--- src/rtl/door_pkg.sv ---
// Shared definitions for the revolving-door arbiter: state codes, door
// directions and the HEX debug-display segment patterns.
package door_pkg;

    typedef enum logic [2:0] {
        ST_IDLE      = 3'd0,
        ST_GRANT_IN  = 3'd1,
        ST_GRANT_OUT = 3'd2,
        ST_ALARM     = 3'd3,
        ST_LOCKED    = 3'd4,
        ST_CLEAR     = 3'd5
    } state_e;

    localparam logic DIR_IN  = 1'b1;
    localparam logic DIR_OUT = 1'b0;

    // Active-low seven-segment patterns {g,f,e,d,c,b,a} for the state digit.
    localparam logic [6:0] SEG_0    = 7'b1000000;
    localparam logic [6:0] SEG_1    = 7'b1111001;
    localparam logic [6:0] SEG_2    = 7'b0100100;
    localparam logic [6:0] SEG_3    = 7'b0110000;
    localparam logic [6:0] SEG_4    = 7'b0011001;
    localparam logic [6:0] SEG_5    = 7'b0010010;
    localparam logic [6:0] SEG_DASH = 7'b0111111;

    function automatic logic [6:0] state_to_seg(input logic [2:0] code);
        logic [6:0] seg;
        case (code)
            3'd0:    seg = SEG_0;
            3'd1:    seg = SEG_1;
            3'd2:    seg = SEG_2;
            3'd3:    seg = SEG_3;
            3'd4:    seg = SEG_4;
            3'd5:    seg = SEG_5;
            default: seg = SEG_DASH;
        endcase
        return seg;
    endfunction

endpackage

--- src/rtl/door_access_arbiter_if.sv ---
// Sensor inputs and door drive/indicator outputs of the door arbiter.
interface door_access_arbiter_if #(
    parameter int OCC_W = 8
);
    logic             req_in;
    logic             req_out;
    logic             metal;
    logic             pass_done;
    logic             guard_clr;
    logic             grant_in;
    logic             grant_out;
    logic             green;
    logic             red;
    logic             buzzer;
    logic             full;
    logic [OCC_W-1:0] occupancy;
    logic [2:0]       state_code;

    // Board side: drives the sensors and observes the door.
    modport master (
        output req_in, req_out, metal, pass_done, guard_clr,
        input  grant_in, grant_out, green, red, buzzer, full, occupancy, state_code
    );

    // Arbiter side.
    modport slave (
        input  req_in, req_out, metal, pass_done, guard_clr,
        output grant_in, grant_out, green, red, buzzer, full, occupancy, state_code
    );
endinterface

--- src/rtl/door_occ_counter.sv ---
// Saturating up/down head counter; full is decoded straight from the count register.
module door_occ_counter #(
    parameter int W   = 8,
    parameter int MAX = 200
) (
    input  logic         clk,
    input  logic         rst_n,
    input  logic         inc,
    input  logic         dec,
    output logic [W-1:0] count,
    output logic         full
);
    localparam logic [W-1:0] TOP   = '1;
    localparam logic [W-1:0] LIMIT = W'(MAX);

    // NOTE: sequential state uses non-blocking assignments so every register
    // samples pre-edge values regardless of block ordering.
    always_ff @(posedge clk or negedge rst_n) begin
        if (!rst_n) begin
            count <= '0;
        end else if (inc && !dec && count != TOP) begin
            count <= count + W'(1);
        end else if (dec && !inc && count != '0) begin
            count <= count - W'(1);
        end
    end

    assign full = (count >= LIMIT);

endmodule

--- src/rtl/door_access_arbiter.sv ---
// Revolving-door arbiter: round-robin entry/exit grants, metal alarm and lockout,
// grant timeout and occupancy tracking. All door/lamp outputs are registered.
module door_access_arbiter
    import door_pkg::*;
#(
    parameter int TIMEOUT_CYCLES = 16,
    parameter int ALARM_CYCLES   = 8,
    parameter int MAX_OCC        = 200,
    parameter int OCC_W          = 8
) (
    input logic                  clk,
    input logic                  rst_n,
    door_access_arbiter_if.slave bus
);
    localparam logic [2:0] S_IDLE      = ST_IDLE;
    localparam logic [2:0] S_GRANT_IN  = ST_GRANT_IN;
    localparam logic [2:0] S_GRANT_OUT = ST_GRANT_OUT;
    localparam logic [2:0] S_ALARM     = ST_ALARM;
    localparam logic [2:0] S_LOCKED    = ST_LOCKED;
    localparam logic [2:0] S_CLEAR     = ST_CLEAR;

    // One timer serves both the grant timeout and the buzzer period.
    localparam int TMR_MAX = (TIMEOUT_CYCLES > ALARM_CYCLES) ? TIMEOUT_CYCLES : ALARM_CYCLES;
    localparam int TMR_W   = $clog2(TMR_MAX);
    localparam logic [TMR_W-1:0] TMO_LAST = TMR_W'(TIMEOUT_CYCLES - 1);
    localparam logic [TMR_W-1:0] ALM_LAST = TMR_W'(ALARM_CYCLES - 1);

    logic [2:0]       state, state_nx;
    logic [TMR_W-1:0] timer, timer_nx;
    logic             last_grant, last_grant_nx;
    logic             occ_inc, occ_dec;
    logic             entry_ok, exit_ok, pick_in;
    logic             full_w;
    logic [OCC_W-1:0] occ_w;
    logic             grant_in_q, grant_out_q, green_q, red_q, buzzer_q;

    door_occ_counter #(
        .W   (OCC_W),
        .MAX (MAX_OCC)
    ) u_occ (
        .clk   (clk),
        .rst_n (rst_n),
        .inc   (occ_inc),
        .dec   (occ_dec),
        .count (occ_w),
        .full  (full_w)
    );

    assign entry_ok = bus.req_in && !full_w;
    assign exit_ok  = bus.req_out;
    assign pick_in  = entry_ok && (!exit_ok || last_grant == DIR_OUT);

    // NOTE: every variable gets a default before the case so no path leaves
    // one unassigned, which would otherwise infer a latch.
    always_comb begin
        state_nx      = state;
        timer_nx      = timer + TMR_W'(1);
        last_grant_nx = last_grant;
        occ_inc       = 1'b0;
        occ_dec       = 1'b0;
        case (state)
            S_IDLE: begin
                if (pick_in)      state_nx = bus.metal ? S_ALARM : S_GRANT_IN;
                else if (exit_ok) state_nx = S_GRANT_OUT;
            end
            S_GRANT_IN, S_GRANT_OUT: begin
                if (bus.pass_done || timer == TMO_LAST) begin
                    state_nx      = S_CLEAR;
                    last_grant_nx = (state == S_GRANT_IN) ? DIR_IN : DIR_OUT;
                    occ_inc       = bus.pass_done && (state == S_GRANT_IN);
                    occ_dec       = bus.pass_done && (state == S_GRANT_OUT);
                end
            end
            S_ALARM: begin
                if (timer == ALM_LAST) state_nx = S_LOCKED;
            end
            S_LOCKED: begin
                if (bus.guard_clr) begin
                    state_nx      = S_CLEAR;
                    last_grant_nx = DIR_IN;
                end
            end
            S_CLEAR: begin
                // Hold until both sensors are empty so a lingering person is not served twice.
                if (!bus.req_in && !bus.req_out) state_nx = S_IDLE;
            end
            default: state_nx = S_IDLE;
        endcase
        if (state_nx != state) timer_nx = '0;
    end

    always_ff @(posedge clk or negedge rst_n) begin
        if (!rst_n) begin
            state       <= S_IDLE;
            timer       <= '0;
            last_grant  <= DIR_OUT;
            grant_in_q  <= 1'b0;
            grant_out_q <= 1'b0;
            green_q     <= 1'b0;
            red_q       <= 1'b0;
            buzzer_q    <= 1'b0;
        end else begin
            state       <= state_nx;
            timer       <= timer_nx;
            last_grant  <= last_grant_nx;
            grant_in_q  <= (state_nx == S_GRANT_IN);
            grant_out_q <= (state_nx == S_GRANT_OUT);
            green_q     <= (state_nx == S_GRANT_IN) || (state_nx == S_GRANT_OUT);
            red_q       <= (state_nx == S_ALARM) || (state_nx == S_LOCKED);
            buzzer_q    <= (state_nx == S_ALARM);
        end
    end

    assign bus.grant_in   = grant_in_q;
    assign bus.grant_out  = grant_out_q;
    assign bus.green      = green_q;
    assign bus.red        = red_q;
    assign bus.buzzer     = buzzer_q;
    assign bus.full       = full_w;
    assign bus.occupancy  = occ_w;
    assign bus.state_code = state;

endmodule
--- src/flat_wrapper.sv ---
// flat-port wrapper written by rule: the top's interface ports become plain ports
module door_access_arbiter_flat import door_pkg::*;
#(
    parameter int TIMEOUT_CYCLES = 16,
    parameter int ALARM_CYCLES   = 8,
    parameter int MAX_OCC        = 200,
    parameter int OCC_W          = 8
)
  (clk, rst_n, bus_req_in, bus_req_out, bus_metal, bus_pass_done, bus_guard_clr, bus_grant_in, bus_grant_out, bus_green, bus_red, bus_buzzer, bus_full, bus_occupancy, bus_state_code);
  door_access_arbiter_if #(.OCC_W(OCC_W)) bus_i ();
  input logic clk;
  input logic rst_n;
  input wire logic [$bits(bus_i.req_in)-1:0] bus_req_in;
  input wire logic [$bits(bus_i.req_out)-1:0] bus_req_out;
  input wire logic [$bits(bus_i.metal)-1:0] bus_metal;
  input wire logic [$bits(bus_i.pass_done)-1:0] bus_pass_done;
  input wire logic [$bits(bus_i.guard_clr)-1:0] bus_guard_clr;
  output wire logic [$bits(bus_i.grant_in)-1:0] bus_grant_in;
  output wire logic [$bits(bus_i.grant_out)-1:0] bus_grant_out;
  output wire logic [$bits(bus_i.green)-1:0] bus_green;
  output wire logic [$bits(bus_i.red)-1:0] bus_red;
  output wire logic [$bits(bus_i.buzzer)-1:0] bus_buzzer;
  output wire logic [$bits(bus_i.full)-1:0] bus_full;
  output wire logic [$bits(bus_i.occupancy)-1:0] bus_occupancy;
  output wire logic [$bits(bus_i.state_code)-1:0] bus_state_code;
  assign bus_i.req_in = bus_req_in;
  assign bus_i.req_out = bus_req_out;
  assign bus_i.metal = bus_metal;
  assign bus_i.pass_done = bus_pass_done;
  assign bus_i.guard_clr = bus_guard_clr;
  assign bus_grant_in = bus_i.grant_in;
  assign bus_grant_out = bus_i.grant_out;
  assign bus_green = bus_i.green;
  assign bus_red = bus_i.red;
  assign bus_buzzer = bus_i.buzzer;
  assign bus_full = bus_i.full;
  assign bus_occupancy = bus_i.occupancy;
  assign bus_state_code = bus_i.state_code;
  door_access_arbiter #(.TIMEOUT_CYCLES(TIMEOUT_CYCLES), .ALARM_CYCLES(ALARM_CYCLES), .MAX_OCC(MAX_OCC), .OCC_W(OCC_W)) u_core (.clk(clk), .rst_n(rst_n), .bus(bus_i));
endmodule
--- config.mk ---
export PLATFORM = sky130hd
export DESIGN_NAME = door_access_arbiter_flat
export DESIGN_NICKNAME = d
export VERILOG_FILES = /design/src/rtl/door_pkg.sv /design/src/rtl/door_access_arbiter_if.sv /design/src/rtl/door_occ_counter.sv /design/src/rtl/door_access_arbiter.sv /design/src/flat_wrapper.sv
export SDC_FILE = /design/constraint.sdc
export NUM_CORES = 1
export LEC_CHECK = 0
export ABC_AREA = 1
export CAP_MARGIN = 20
export CORE_MARGIN = 4
export CORE_UTILIZATION = 37
export CTS_BUF_LIST = sky130_fd_sc_hd__clkbuf_16
export CTS_CLUSTER_SIZE = 24
export DETAILED_ROUTE_END_ITERATION = 7
export PLACE_DENSITY = 0.61
export SLEW_MARGIN = 20
export SYNTH_ARGS = -nofsm -noshare
export SYNTH_HDL_FRONTEND = slang
export SYNTH_SLANG_ARGS = --single-unit
--- constraint.sdc ---
create_clock -name clk -period 2.5 [get_ports clk]
set_clock_uncertainty 0.2 [all_clocks]
set_input_delay 0.25 -clock clk [delete_from_list [all_inputs] [get_ports clk]]
set_output_delay 0.25 -clock clk [all_outputs]
set_load 0.1 [all_outputs]
==> out/metrics.yaml <==
setup_violations: 0
antenna_found_initial: 0
netlist_instances: 172
synth_edf_count: 0
die_h_um: 68.38
slew_headroom: 0.7599
core_area_um2: 3416
cp.arrival_ns: 2.35
htreeDepth: 1
synth_fp_nets: 187
layoutNonFillerInstCount: 264
wl_mm: 3.345
yosys.cell_count.top_type: "nand2_1"
crit_end: "u_core.u_occ.count[6]"
cts_buffers: 3
outcome: "finished clean"
cts_tree: "done"
timing.hold.ws_ns: 0.1460
cts-root-buf: "clkbuf_16"
dr_total_vias: 1283
hold_viol_final: 0
yosysSeqAreaShare: 0.3896
synthTopCellsByCount: "nand2_1 (40), dfrtp_1 (21), inv_1 (18), nand3_1 (18), nor2_1 (17)"
critPathLaunchType: "flop"
drc: 0
antennaDiodeCount: 0
grt.met2_usage: 0.2419
cts_sinks: 21
first_pass_iters: 4
drv_slew: 0
regToRegSetupSlack_ns: 0.1
fin_crit_ns: 2.401
max_cap_viol_count: 0
use_met1: 0.2081
die_area_um2: 4675
cp_max_fo: 8
holdCritPathClass: "primary input to asynchronous set/reset pin"
wl_per_cell_um: 12.67
clkLatencyLatePin_ns: 0.25
grt_overflow_total: 0
synth_warnings: 0
worst_slew_pin_slew_ns: 0.3588
start_util: 0.3949
synth_area_leaders: "dfrtp_1 (39%), nand2_1 (11%), nand3_1 (6.7%), ha_1 (6.5%), inv_1 (5.0%)"
rr_startpoint: "u_core.u_occ.count[6]"
hold_buffers: 0
die_width_um: 68.38
utilization: 0.5692
grt_max_degree: 22
end_kind: "flop"
yosys.area.top_type_share: 0.3896
reg2reg_depth: 13
grt_pass1_wl_mm: 5.402
clk_pin_slew_ns: 0.06
r2r_end: "u_core.u_occ.count[6]"
avgViaCountPerCell: 4.860
critPathLaunch: "u_core.u_occ.count[6]"
port-buffer-count: 23
dp_hpwl_mm: 2.469
cts_max_path_buffers: 2
synth.largest_area_cell: "dfrtp_1"
drive_above_1_share: 0.3532
place_congestion: 0.9187
drt_iter0_drc: 56
grt.busiest_layer: "met2"
synth_seq_cells: 21
async_reset_ff_frac: 1.000
globalRouteTotalUtil: 0.1510
syn_area_per_cell_um2: 7.842
grt_pass1_vias: 1184
nNetsFinal: 234
fmax_mhz: 416.6
synth_ff_type: "dfrtp_1"
syn2layout_area_growth_pct: 44.16
ios: 24
placementRows: 21
fin_crit_sh: 0.9602
drtAntennaViolNets: 0
post-place-cells: 245
worstSetupPathType: "flop to flop"
required_ns: 2.45
synth_cell_types: 29
use_met3: 0.02791
syn_area_um2: 1349
critical path: stages, from the launching register on:
cell and delay (ns):
dfrtp_4 0.45, nand2_1 0.09, inv_2 0.08, nand3_2 0.08, o21ai_4 0.34, buf_6 0.16
ha_4 0.20, nand2_1 0.07, inv_1 0.05, nand4_1 0.09, nand3_1 0.08, or2_2 0.27
nand3_1 0.09, nand2_1 0.05
registers in the layout, summed over array words and instances, names as in the netlist:
signal,flops
u_core.bus.green,1
u_core.bus.buzzer,1
u_core.last_grant,1
u_core.bus.red,1
u_core.u_occ.count,8
u_core.bus.state_code,3
u_core.bus.grant_out,1
u_core.bus.grant_in,1
u_core.timer,4
cell type report:
type	instances	area [um2]
clock inverters	1	5.005
multi-input cells	129	820.8
well taps	46	57.56
clock buffers	3	75.07
flip-flops and latches	21	561.8
inverters	21	78.83
repair buffers	43	345.3
fillers	309	1471
layer usage:
| metal | routed length [um] | part of all wire |
|---|---|---|
| met1 | 1646 | 0.49 |
| met5 | 0 | 0 |
| met4 | 20 | 0.0060 |
| met3 | 103 | 0.031 |
| met2 | 1576 | 0.47 |
cells in the final DEF (no fill, tap or decap), types with 2 or more instances in the layout:
| master | instances |
|---|---|
| nand3_1 | 17 |
| xnor2_1 | 3 |
| dfrtp_1 | 10 |
| buf_6 | 2 |
| xor2_1 | 4 |
| dfrtp_2 | 2 |
| clkdlybuf4s50_1 | 6 |
| inv_1 | 17 |
| nand4_1 | 5 |
| nor2_1 | 16 |
| nor3_1 | 3 |
| nor2_4 | 3 |
| ha_4 | 5 |
| inv_2 | 4 |
| dfrtp_4 | 9 |
| a31oi_1 | 2 |
| nand2_2 | 4 |
| clkbuf_16 | 3 |
| nand2_4 | 3 |
| nand2_1 | 40 |
| nand3_2 | 2 |
| buf_4 | 35 |
| a21oi_1 | 5 |
| ha_1 | 2 |
| o21ai_0 | 5 |
per-stage QoR:
step	cell area [um2]	setup WS (ns)	TNS [ns]
after global routing	1944	-0.04582	-0.08606
final	1944	0.09940	0
after CTS	1784	0.05266	0
after detailed placement	1704	0.02653	0
after floorplan	1435	-0.009492	-0.01780
after global placement	1704	0.07234	0
how the worst min path moves through the flow:
| stage | startpoint | to | slack (ns) | cells after the start |
|---|---|---|---|---|
| 5_1_grt | rst_n | u_core.timer[3] | 0.18 | 2 |
| 6_report | rst_n | u_core.bus.green | 0.15 | 2 |
| 4_1_cts | rst_n | u_core.bus.green | 0.16 | 2 |
| 2_1_floorplan | rst_n | u_core.bus.buzzer | -0.25 | 0 |
| 3_5_place_dp | u_core.timer[0] | u_core.timer[0] | 0.25 | 1 |
| 3_3_place_gp | u_core.timer[0] | u_core.timer[0] | 0.24 | 1 |
kinds of logic after synthesis:
family | synth area share
compound gates | 0.07328
xor+xnor | 0.04546
fa+ha+maj | 0.07977
buf+inv | 0.06864
flops | 0.3896
simple gates | 0.3432
repair_timing:
item                       in CTS  in global routing
setup endpoints to repair       0                  3
resized for setup               0                  8
setup buffers                   0                 15
Power is left out: the tool's default activity adds up to more than one toggle a clock period on the data nets, which glitch-free logic cannot reach.
